===== src/rtl/predictor_func_vadd_launcher.sv =====
// predictor_func_vadd_launcher: ap_ctrl_hs launcher that hands one operand set to a row-add child and returns its sums
//
// Ports:
//   ap_clk, ap_rst                    clock, asynchronous active-high reset
//   req_valid/req_ready, a0 a1 b0 b1  operand-set request handshake
//   child_ap_start/ready/done/idle    ap_ctrl_hs control to/from the child (idle is observation only)
//   child_a0 child_a1 child_b0 child_b1  registered operands to the child
//   child_s0/s1 (+_vld)               child results, captured while the child runs
//   res_valid/res_ready, s0 s1        result handshake and captured sums
//   err                               sticky watchdog error (only when VADD_LAUNCH_TIMEOUT_EN is defined)
//
// Build option: define VADD_LAUNCH_TIMEOUT_EN to add the TIMEOUT_CYCLES watchdog and the err port.
module predictor_func_vadd_launcher #(
    parameter int TIMEOUT_CYCLES = 16
) (
    input  logic        ap_clk,
    input  logic        ap_rst,
    input  logic        req_valid,
    output logic        req_ready,
    input  logic [63:0] a0,
    input  logic [63:0] a1,
    input  logic [63:0] b0,
    input  logic [63:0] b1,
    output logic        child_ap_start,
    input  logic        child_ap_ready,
    input  logic        child_ap_done,
    input  logic        child_ap_idle,
    output logic [63:0] child_a0,
    output logic [63:0] child_a1,
    output logic [63:0] child_b0,
    output logic [63:0] child_b1,
    input  logic [63:0] child_s0,
    input  logic [63:0] child_s1,
    input  logic        child_s0_vld,
    input  logic        child_s1_vld,
    output logic        res_valid,
    input  logic        res_ready,
    output logic [63:0] s0,
    output logic [63:0] s1
`ifdef VADD_LAUNCH_TIMEOUT_EN
    ,
    output logic        err
`endif
);

    typedef enum logic [1:0] {IDLE, START, WAIT, HOLD} state_t;

    state_t      state_q, state_d;
    logic [63:0] child_a0_q, child_a0_d, child_a1_q, child_a1_d;
    logic [63:0] child_b0_q, child_b0_d, child_b1_q, child_b1_d;
    logic [63:0] s0_q, s0_d, s1_q, s1_d;
    logic        accept, run;
    logic        unused_idle;

    // child_ap_idle carries no control meaning for the launcher
    assign unused_idle = child_ap_idle;

    assign accept = (state_q == IDLE) && req_valid;
    assign run    = (state_q == START) || (state_q == WAIT);

`ifdef VADD_LAUNCH_TIMEOUT_EN
    localparam logic [7:0] TMO_LAST = 8'(TIMEOUT_CYCLES - 1);
    logic [7:0] cnt_q, cnt_d;
    logic       err_q, err_d;
    logic       timeout;
`else
    logic [7:0] unused_tmo;
    assign unused_tmo = 8'(TIMEOUT_CYCLES);
`endif

    always_comb begin
        state_d = state_q;
        case (state_q)
            IDLE:    if (req_valid) state_d = START;
            // ready and done together skip WAIT entirely
            START:   if (child_ap_ready) state_d = child_ap_done ? HOLD : WAIT;
            WAIT:    if (child_ap_done) state_d = HOLD;
            HOLD:    if (res_ready) state_d = IDLE;
            default: state_d = IDLE;
        endcase
`ifdef VADD_LAUNCH_TIMEOUT_EN
        // counter is 0 in the first START cycle, so HOLD is entered TIMEOUT_CYCLES edges after START entry
        timeout = run && (cnt_q >= TMO_LAST) && (state_d != HOLD);
        if (timeout) state_d = HOLD;
        cnt_d = accept ? 8'd0 : run ? cnt_q + 8'd1 : cnt_q;
        err_d = err_q | timeout;
`endif
    end

    always_comb begin
        child_a0_d = accept ? a0 : child_a0_q;
        child_a1_d = accept ? a1 : child_a1_q;
        child_b0_d = accept ? b0 : child_b0_q;
        child_b1_d = accept ? b1 : child_b1_q;
        // a vld in the done cycle is still inside START/WAIT, so it is captured; later vlds overwrite
        s0_d = (run && child_s0_vld) ? child_s0 : s0_q;
        s1_d = (run && child_s1_vld) ? child_s1 : s1_q;
    end

    always_ff @(posedge ap_clk or posedge ap_rst) begin
        if (ap_rst) begin
            state_q    <= IDLE;
            child_a0_q <= '0;
            child_a1_q <= '0;
            child_b0_q <= '0;
            child_b1_q <= '0;
            s0_q       <= '0;
            s1_q       <= '0;
        end else begin
            state_q    <= state_d;
            child_a0_q <= child_a0_d;
            child_a1_q <= child_a1_d;
            child_b0_q <= child_b0_d;
            child_b1_q <= child_b1_d;
            s0_q       <= s0_d;
            s1_q       <= s1_d;
        end
    end

`ifdef VADD_LAUNCH_TIMEOUT_EN
    always_ff @(posedge ap_clk or posedge ap_rst) begin
        if (ap_rst) begin
            cnt_q <= '0;
            err_q <= 1'b0;
        end else begin
            cnt_q <= cnt_d;
            err_q <= err_d;
        end
    end

    assign err = err_q;
`endif

    // control outputs decode the state alone, so reset reaches them without waiting for a clock
    assign req_ready      = (state_q == IDLE);
    assign child_ap_start = (state_q == START);
    assign res_valid      = (state_q == HOLD);
    assign child_a0       = child_a0_q;
    assign child_a1       = child_a1_q;
    assign child_b0       = child_b0_q;
    assign child_b1       = child_b1_q;
    assign s0             = s0_q;
    assign s1             = s1_q;

endmodule


===== config.mk =====
export PLATFORM = sky130hd
export DESIGN_NAME = predictor_func_vadd_launcher
export DESIGN_NICKNAME = d
export VERILOG_FILES = /design/src/rtl/predictor_func_vadd_launcher.sv
export SDC_FILE = /design/constraint.sdc
export NUM_CORES = 1
export LEC_CHECK = 0
export ABC_CLOCK_PERIOD_IN_PS = 15780
export CAP_MARGIN = 20
export CELL_PAD_IN_SITES_DETAIL_PLACEMENT = 1
export CELL_PAD_IN_SITES_GLOBAL_PLACEMENT = 1
export CORE_AREA = 4 4 301 303
export DETAILED_ROUTE_END_ITERATION = 12
export DIE_AREA = 0 0 305 307
export GPL_TIMING_DRIVEN = 0
export HOLD_SLACK_MARGIN = 0.1
export PLACE_DENSITY = 0.54
export SYNTH_ARGS = -nofsm -noshare
export SYNTH_HDL_FRONTEND = slang
export SYNTH_SLANG_ARGS = --single-unit

===== constraint.sdc =====
create_clock -name ap_clk -period 15.78 [get_ports ap_clk]
set_input_delay 2.367 -clock ap_clk [delete_from_list [all_inputs] [get_ports ap_clk]]
set_output_delay 2.367 -clock ap_clk [all_outputs]
set_load 0.05 [all_outputs]

==> flow_summary.ini <==
[run_status]
status = complete, no violations

[timing]
max_slew_margin = 0.513
report.final.slew_viol_count = 0
tns_ps = 0
rsz0062_at_grt = no
post-route-min-period_ps = 4660
worst_slew_pin_slew_ps = 727
min_period_over_period = 0.295
fin_skew_ps = 21.2
whs_ps = 502
setup_viol = 0
max_clock_freq_ghz = 0.215
hold_viol = 0

[clock_tree]
hold_buffers = 0
cts_tree = done
root_buffer = clkbuf_16
clkLatencyLatePin_ps = 580
cts.sinks = 386
htreeDepth = 2
clk_pin_slew_ps = 60
cts_max_path_buffers = 3
cts_inserted_buffers = 47
cts_setup_buffers = 0
cts.repair.resized = 0

[drt]
first_pass_iters = 4
post_drt_wl_per_cell_microns = 21.0
ant_nets = 0
via_per_inst = 3.64
drt-total-wl_microns = 60100
route.vias.total = 10400
drc_errors = 0
drtIter0Drc = 324

[place]
numPlacedInstances = 2776
place_congestion = 0.770
hpwlAfterDp_microns = 47100
place_area_sq_um = 24800
portBuffers = 778

[finish]
num-fill-cells = 9357
final_common_cell = clkdlybuf4s50_1
final_cell_mix = clkdlybuf4s50_1 (778), dfrtp_1 (386), mux2_4 (240)
syn_to_final_growth_pct = 71.1
fin_cells = 2866
fin_area_sq_um = 26400
layout-drive-gt1-share = 0.301
final_nets = 2058

[synthesis]
syn-num-nets = 1228
syn_inst = 830
ys_ff_latch = 386
synth_area_sq_um = 15400
yosys_warnings = 0
synth.distinct_cells = 14
synth_seq_area_share = 0.625
postSynthAreaPerCell_sq_um = 18.6

[job]
cap_violations = 0

[setup_path]
r2r_setup_slack_ps = 13690
cp.arrival_ps = 2290
cp-start-kind = flip-flop
r2r-start = state_q[0]
worst-setup-path-type = reg2out
reg2reg_depth = 6
crit_path_start = state_q[0]
crit_fanout = 5
required_ps = 13410
cp-end-kind = primary output
reg2reg_to = child_a1[15]

[global_routing]
grt_overflow_total = 0
grt_pass1_wl_microns = 87200
grt_max_degree = 117
grt_usage = 0.124
gr-usage-met2 = 0.223
met1_usage = 0.134
met3_usage = 0.0467
grt_pass1_vias = 12300
top_usage_layer = met2
antenna_found_initial = 8

[hold_path]
hp-start = s1[51]
holdCritPathClass = reg2reg
whs_path_depth = 1
hold-path-endpoint = s1[51]

[floorplanning]
die_y_microns = 307
io_pins = 780
start_util = 0.176
core_area_sq_um = 88000
die-area_sq_um = 93600
row_count = 109
fp.dieW_microns = 305

[pwr]
total_power_w = 0.00723
peakVddDrop_uv = 137
p_leak_nw = 11.6
power.density_nw_per_um2 = 273
==> metrics by stage <==
| step | setup slack [ps] | util |
|---|---|---|
| after detailed placement | 11300 | 0.282 |
| after global routing | 10940 | 0.300 |
| after CTS | 11030 | 0.300 |
| after global placement | -3100 | 0.281 |
| final | 11120 | 0.300 |
| after floorplan | 2690 | - |
==> worst max path at each step <==
| stage | endpoint | slack [ps] | depth (start not counted) |
|---|---|---|---|
| after floorplan | child_a0[0] | 2690 | 1 |
| after global placement | s1[40] | -3100 | 2 |
| after detailed placement | child_a0[17] | 11300 | 4 |
| after CTS | child_ap_start | 11030 | 3 |
| after global routing | req_ready | 10940 | 3 |
| final | req_ready | 11120 | 3 |
==> sequential cells by signal, summed over array words and instances (netlist names) <==
register and count:
child_a1 64, child_b0 64, child_b1 64, child_a0 64, s0 64, state_q 2
s1 64
==> power breakdown <==
group	internal, W	total (W)	leakage (nW)	switching (W)
Combinational	0.00170	0.00428	6.21	0.00258
Sequential	0.00151	0.00180	4.56	0.000292
Clock	0.000699	0.00115	0.811	0.000451
==> critical path: stages (launching register included) <==
cell	delay (ps)
dfrtp_1	430
inv_1	140
ha_1	270
clkdlybuf4s50_1	870
==> routing by layer <==
| metal | share of wire | vias up |
|---|---|---|
| met1 | 0.37 | 5318 |
| met4 | 0.025 | 4 |
| met3 | 0.087 | 85 |
| li1 | - | 4587 |
| met2 | 0.52 | 430 |
| met5 | 0.00045 | - |
==> cell type report <==
cell class,count,area [sq um],share of cell area
inverter,4,22.5,0.000852
sequential,386,9660,0.365
antenna,5,12.5,0.000473
timing repair buffer,781,7870,0.298
buffer,40,403,0.0152
multi-input combinational,400,5370,0.203
tap,1165,1460,0.0552
clock inverter,17,231,0.00876
clock buffer,68,1410,0.0532
==> kinds of logic (layout without fill, tap and decap cells) <==
family / count (synthesis) / count (layout) / share of synthesized area
adder cells (fa/ha/maj): 5 / 5 / 0.00405
other: 0 / 5 / 0
flip-flops: 386 / 386 / 0.625
AO/OA/AOI/OAI: 4 / 4 / 0.00194
AND/OR/NAND/NOR: 6 / 6 / 0.00243
buffers and inverters: 44 / 910 / 0.0271
multiplexers: 385 / 385 / 0.339
==> Yosys cell counts (all sizes together) <==
cell type | n | area [sq um]
buf | 40 | 403
a2111oi | 1 | 8.76
o2111ai | 1 | 8.76
dfrtp | 386 | 9660
ha | 5 | 62.6
a21oi | 1 | 5.00
nand2b | 3 | 18.8
mux2 | 385 | 5240
o21bai | 1 | 7.51
nand2 | 3 | 18.8
inv | 4 | 15.0
No activity file was read; power rests on OpenSTA's default activity.
